**src/rtl/cla_pkg.sv**
```systemverilog
// Shared types and configuration helpers for the pipelined carry-lookahead adder.
package cla_pkg;

    typedef struct packed {
        logic g;
        logic p;
    } gp_t;

    function automatic int num_blk(input int width, input int blk_w);
        return width / blk_w;
    endfunction

    function automatic bit cfg_ok(input int width, input int blk_w);
        return (blk_w > 0) && (width >= blk_w) && ((width % blk_w) == 0);
    endfunction

endpackage

```
**src/rtl/cla_block.sv**
```systemverilog
// Combinational BLK_W-bit carry-lookahead block.
module cla_block
    import cla_pkg::*;
#(
    parameter int BLK_W = 4
) (
    input  logic [BLK_W-1:0] a_i,
    input  logic [BLK_W-1:0] b_i,
    input  logic             cin_i,
    output logic [BLK_W-1:0] sum_o,
    output logic             cout_o,
    output logic             cmsb_o
);

    gp_t  [BLK_W-1:0] gp;
    logic [BLK_W:0]   c;
    logic             prod;

    always_comb begin
        for (int i = 0; i < BLK_W; i++) begin
            gp[i].g = a_i[i] & b_i[i];
            gp[i].p = a_i[i] | b_i[i];
        end
    end

    // Each carry is a flat sum-of-products over the block, no rippling.
    always_comb begin
        c    = '0;
        prod = 1'b0;
        c[0] = cin_i;
        for (int i = 0; i < BLK_W; i++) begin
            c[i+1] = gp[i].g;
            prod   = gp[i].p;
            for (int j = i - 1; j >= 0; j--) begin
                c[i+1] = c[i+1] | (gp[j].g & prod);
                prod   = prod & gp[j].p;
            end
            c[i+1] = c[i+1] | (prod & cin_i);
        end
    end

    assign sum_o  = a_i ^ b_i ^ c[BLK_W-1:0];
    assign cout_o = c[BLK_W];
    assign cmsb_o = c[BLK_W-1];

endmodule

```
**src/rtl/cla_pipe_addsub.sv**
```systemverilog
// Pipelined carry-lookahead adder/subtractor, one lookahead block per stage,
// with a global valid/ready stall.
module cla_pipe_addsub
    import cla_pkg::*;
#(
    parameter int WIDTH = 16,
    parameter int BLK_W = 4
) (
    input  logic             i_clk,
    input  logic             i_rst,
    input  logic             i_valid,
    output logic             o_ready,
    input  logic [WIDTH-1:0] i_add1,
    input  logic [WIDTH-1:0] i_add2,
    input  logic             i_carry,
    input  logic             i_sub,
    output logic             o_valid,
    input  logic             i_ready,
    output logic [WIDTH-1:0] o_result,
    output logic             o_carry,
    output logic             o_overflow
);

    localparam int NUM_BLK = num_blk(WIDTH, BLK_W);

    if (!cfg_ok(WIDTH, BLK_W)) begin : g_cfg_err
        $error("cla_pipe_addsub: WIDTH must be a multiple of BLK_W");
    end

    logic                            advance;
    logic [NUM_BLK-1:0]              v_q, v_d;
    logic [NUM_BLK-1:0]              c_q, c_d;
    logic [NUM_BLK-1:0][WIDTH-1:0]   a_q, a_d;
    logic [NUM_BLK-1:0][WIDTH-1:0]   b_q, b_d;
    logic [NUM_BLK-1:0][WIDTH-1:0]   s_q, s_d;
    logic                            ovf_q, ovf_d;
    logic                            unused_ops;

    assign advance = !o_valid || i_ready;
    assign o_ready = advance;

    for (genvar k = 0; k < NUM_BLK; k++) begin : g_stg
        logic [WIDTH-1:0] a_in, b_in, s_in, s_blk;
        logic             c_in, v_in;
        logic [BLK_W-1:0] sum;
        logic             cout, cmsb;

        if (k == 0) begin : g_head
            assign a_in = i_add1;
            assign b_in = i_sub ? ~i_add2 : i_add2;
            assign c_in = i_sub | i_carry;
            assign s_in = '0;
            assign v_in = i_valid;
        end else begin : g_body
            assign a_in = a_q[k-1];
            assign b_in = b_q[k-1];
            assign c_in = c_q[k-1];
            assign s_in = s_q[k-1];
            assign v_in = v_q[k-1];
        end

        cla_block #(.BLK_W(BLK_W)) u_blk (
            .a_i    (a_in[k*BLK_W +: BLK_W]),
            .b_i    (b_in[k*BLK_W +: BLK_W]),
            .cin_i  (c_in),
            .sum_o  (sum),
            .cout_o (cout),
            .cmsb_o (cmsb)
        );

        always_comb begin
            s_blk                    = s_in;
            s_blk[k*BLK_W +: BLK_W]  = sum;
        end

        assign a_d[k] = a_in;
        assign b_d[k] = b_in;
        assign s_d[k] = s_blk;
        assign c_d[k] = cout;
        assign v_d[k] = v_in;

        if (k == NUM_BLK - 1) begin : g_tail
            assign ovf_d = cmsb ^ cout;
        end
    end

    always_ff @(posedge i_clk or posedge i_rst) begin
        if (i_rst) begin
            v_q   <= '0;
            c_q   <= '0;
            a_q   <= '0;
            b_q   <= '0;
            s_q   <= '0;
            ovf_q <= 1'b0;
        end else if (advance) begin
            v_q   <= v_d;
            c_q   <= c_d;
            a_q   <= a_d;
            b_q   <= b_d;
            s_q   <= s_d;
            ovf_q <= ovf_d;
        end
    end

    // Operand bits of already-resolved blocks are simply dropped downstream.
    assign unused_ops = ^{a_q, b_q};

    assign o_valid    = v_q[NUM_BLK-1];
    assign o_result   = s_q[NUM_BLK-1];
    assign o_carry    = c_q[NUM_BLK-1];
    assign o_overflow = ovf_q;

endmodule
```
**config.mk**
```make
export PLATFORM = sky130hd
export DESIGN_NAME = cla_pipe_addsub
export DESIGN_NICKNAME = d
export VERILOG_FILES = /design/src/rtl/cla_pkg.sv /design/src/rtl/cla_block.sv /design/src/rtl/cla_pipe_addsub.sv
export SDC_FILE = /design/constraint.sdc
export NUM_CORES = 1
export LEC_CHECK = 0
export BUFFER_PORTS_ARGS = -buffer_cell sky130_fd_sc_hd__buf_4
export CAP_MARGIN = 15
export CORE_MARGIN = 4
export CORE_UTILIZATION = 50
export CTS_CLUSTER_SIZE = 12
export DETAILED_ROUTE_END_ITERATION = 8
export PLACE_DENSITY = 0.7
export SLEW_MARGIN = 20
export SYNTH_ARGS = -nofsm -noshare
export SYNTH_HDL_FRONTEND = slang
export SYNTH_SLANG_ARGS = --single-unit
export TNS_END_PERCENT = 100
```
**constraint.sdc**
```tcl
create_clock -name i_clk -period 8.59 [get_ports i_clk]
set_input_delay 1.2885 -clock i_clk [delete_from_list [all_inputs] [get_ports i_clk]]
set_output_delay 1.2885 -clock i_clk [all_outputs]
set_load 0.05 [all_outputs]
```
Yosys cells after proc, flatten, opt, wreduce, memory -nomap -nowiden
Cells that the tools add are included.
W data, S select, Z words.
{"block": "op_classes", "n_mux": 1, "bitwise": 147, "reduce_logical": 2}
{"op": "$and A1 B1 Y1", "count": 80}
{"op": "$or A1 B1 Y1", "count": 57}
{"op": "$xor A4 B4 Y4", "count": 8}
{"op": "$mux W16", "count": 1}
{"op": "$not A16 Y16", "count": 1}
{"op": "$logic_not A1 Y1", "count": 1}
{"op": "$logic_or A1 B1 Y1", "count": 1}
{"op": "$xor A1 B1 Y1", "count": 1}
{"block": "word_totals", "register_bits": 145, "in_bits": 38, "out_inout_bits": 20, "elab_cells": 163}

Longest topological paths before layout
{"block": "logic_depth", "ltp_word": 8, "mapped_depth": 9}

By module
Synthesis repeated with hierarchy kept, for this count alone.
{"block": "unflattened", "cells_unflattened": 383, "area_unflattened_um2": 5083.6}
{"mod": "cla_pipe_addsub", "n_inst": 1, "cells_per_inst": 227, "area_per_inst_um2": 3847.4, "seq_area_each_um2": 2427.3}
{"mod": "cla_block", "n_inst": 4, "cells_per_inst": 39, "area_per_inst_um2": 309.0, "seq_area_each_um2": 0.0}

Worst setup path after synthesis
No wires, ideal clock.
{"block": "synth_timing", "path_kind": "input to output", "from": "input port i_ready", "to": "output port o_ready", "arrival_time_ps": 2059, "required_ps": 7301, "slack_ps": 5242, "cell_stages": 5, "path_cell_list": "nor2b_1 buf_2 inv_2 buf_2 buf_2"}
{"block": "synth_via", "elab_chain_len": 1}
{"element": "from (decl)", "line": "cla_pipe_addsub.sv:18", "text": "input logic i_ready,"}
{"element": "$logic_or A1 B1 Y1", "line": "cla_pipe_addsub.sv:39", "text": "assign advance = !o_valid || i_ready;"}
{"element": "to (decl)", "line": "cla_pipe_addsub.sv:12", "text": "output logic o_ready,"}
No other way between the ends.

Worst setup path in the final report
Same ends and word-level chain as after synthesis.

==> results.md <==
* Die width at between 100 and 150 um
* Synth Instances at ~500
* CP peak stage delay at 200 ps
* Distinct cells, synth at 38
* Critical path launch point type: input port
* Effective utilization at floorplan at 51.2%
* All-Layer GR Usage at between 15 and 20%
* Netlist area before placement at 4710 um2
* Crit path depth at 4
* Met1 GRT Util at 21.3%
* Met3 Resource Use GR at under 10%
* CP max FO at 4
* Total Neg Setup Slack at 0 ps
* Layout cells sized above 1 at 14.3%
* Setup violators final at 0
* Wire per inst at 12.8 um
* Pins Over Slew Limit at 0
* Final std cells w/o fill at approximately 680
* Total Power at 1880 uW
* Worst path top cell family by delay: buffers and inverters
* Synth Flop Type: dfrtp_1
* Synth top area share at 51.6%
* Hold Buf Count CTS at 0
* Max Freq at 315 MHz
* Port Buf Inserts at 57
* Dpl cells at about 660
* CP Buf/Inv Count at 3
* Async set-reset flop share out of synthesis at 100%
* Post-Synthesis Mean Instance Area at 9.14 um2
* EDFF count, synth at 0
* Initial antenna violation count at 0
* CTS Sinks at a little under 100
* Largest family of logic cells by synthesized area: simple AND/OR/NAND/NOR gates
* Count of cells resized by post-cts repair at 0
* End of the critical path: o_ready
* GP Congestion at 0.819
* Final worst slack at 5420 ps
* Setup CP Type: input port to primary output
* Synth top area cells: dfrtp_1 52%, nand2_1 14%, ha_1 8.5%
* Residual DRC at 0
* Fin crit period at roughly 3200 ps
* Routed vias at 3405
* Compound-Gate Fraction of Synth Area at 9.31%
* Core area at 9200 um2
* Seq/Total Area, Yosys at 51.6%
* Clock tree buffer depth at 2
* Root Driver: clkbuf_8
* Fillcell total at 824
* Final Cycle Share at a little under two fifths
* CP max-delay cell: buf_4
* R2R cell count at 6
* Row count at 35
* Crit end category: primary output
* DRT Wirelength at between 8 and 9 mm
* CP arrival at 1890 ps
* Fin Clk Skew at about 14 ps
* Status: finished, final reports clean
* Chip height at between 100 and 150 um
* GRT overflow at 0
* Slew @ Worst Pin at 806 ps
* Crit. Startpoint: i_ready
* Final nets at about 640
* P_leak at 0.00274 uW
* Global-route wire length before repair at 14.8 mm
* Clk Latency, worst-skew pair at 350 ps
* Worst r2r src: v_q[3]
* Slew HR at between 40% and 50%
* H-tree Lvls at 3
* CP cell instances: buf_4 -> nor2b_4 -> clkinv_2 -> buf_4
* Mapped Nets at a little under 600
* R2R Setup Slk at 6690 ps
* Unrepaired setup endpoints after global routing: no
* Clock transition at path regs at roughly 90 ps
* Die Area at 11000 um2
* Synth Area in Adders at approximately a tenth
* Flops & latches, synth at 97
* Hold crit path type: flip-flop to flip-flop
* Worst endpoint required time at approximately 7300 ps
* Crit path top cell by count: buf_4
* GR Util met2 at 27.8%
* CTS tree: yes
* RR Endpoint: g_stg[1].s_in[3]
* Drt pass-1 iters at 5
* YS warnings at 0
* Post-DR vias/cell at roughly 5
* Setup slack after placement at roughly 5400 ps
* Final HPWL DP at 5.94 mm
* Largest net degree at the start of global routing at 125
* Peak supply drop at around 150 uV
* DR iter-0 viols at approximately 170
* XOR/XNOR share of the synthesized area at 3.91%
* Power Dens Cells at approximately 350 nW/um2
* Io pins at 58
* P&R area growth vs syn at 14.5%
* Post-CTS Repair Setup Buffers at 0
* ANT cells at 0
* Post-synthesis mux area share at 0%
* Global routing's busiest layer: met2
* Vias in the first global route at between 3k and 4k
* Max cap viols at 0
* Final core utilization at about three fifths
* Num CTS Buffers at 9
* Antenna Nets Post-Route at 0
* Post-Synth Simple-Gate Area at 19.6%
* Final hold violation count at 0
* Post-synth top area cell: dfrtp_1
## metal layers
layer  vias up  part of all wire (%)
met1      1610                    45
met2        57                    50
met4         0                   1.7
met3        11                   3.2
li1       1727                     -
met5         -                     0
## power breakdown
group | internal (uW) | switching [uW] | total [uW]
Clock | 135 | 156 | 291
Combinational | 299 | 527 | 826
Sequential | 660 | 107 | 768
Total | 1090 | 790 | 1880
## worst min path at each step
stage	start	to	slack (ps)	depth (start not counted)
2_1_floorplan	v_q[2]	v_q[2]	430	2
3_3_place_gp	g_stg[2].b_in[15]	g_stg[2].b_in[15]	450	2
3_5_place_dp	v_q[2]	v_q[3]	450	1
4_1_cts	g_stg[1].b_in[8]	g_stg[2].b_in[8]	470	2
5_1_grt	g_stg[2].b_in[15]	g_stg[2].b_in[15]	490	2
6_report	g_stg[1].b_in[8]	g_stg[2].b_in[8]	470	2
## through the flow
stage	hold slack [ps]	area [um2]
global placement	450	5190
CTS	473	5390
detailed placement	449	5190
finish	470	5390
floorplan	430	4710
global route	491	5390
## cells by family (layout without fill, tap and decap cells)
logic type | after synthesis | after routing
AOI/OAI and AO/OA | 72 | 72
xor gates and xnor gates | 21 | 21
adders and majority gates | 35 | 35
buffers and inverters | 66 | 118
DFF | 97 | 97
and+or+nand+nor | 224 | 224
## worst reg2reg max path: stages (launching register included)
cell      delay [ps]
dfrtp_1          420
nor2b_4          160
clkinv_2          70
buf_6            600
and2_1           310
a21oi_1           70
and3b_1          170
## Yosys cell counts, types with 4 or more instances
cell and instances:
nand2_1 171, dfrtp_1 97, inv_1 41, o21ai_0 35, ha_1 32, nor2_1 24, buf_2 14, a21oi_1 13
xor2_1 13, clkbuf_1 8, xnor2_1 8, nor2b_1 6, nor3_1 6, o31ai_1 5, nor4_1 4, nor4b_1 4
o21a_1 4
## state kept, by name (all words and copies together), names as in the netlist
name,flops
g_stg.a_in,24
g_stg.b_in,24
g_stg.s_in,24
o_result,16
c_q,4
v_q,4
o_overflow,1
## final cells by class
type	count	area [um2]	area share, %
Multi-Input combinational cell	352	2010	37.4
Inverter	42	161	3.00
Clock buffer	10	128	2.37
Clock inverter	6	66.3	1.23
Sequential cell	97	2430	45.0
Tap cell	111	139	2.58
Timing Repair Buffer	60	454	8.43
## placed cells by master, fill, tap and decap left out, types with 6 or more instances in the layout
cell,n
o21ai_0,35
ha_1,32
nor3_1,6
inv_1,40
xor2_1,13
nand2_1,171
clkbuf_8,9
xnor2_1,8
dfrtp_1,97
a21oi_1,13
buf_4,59
nor2_1,24
Power figures use the tool's default switching activity.
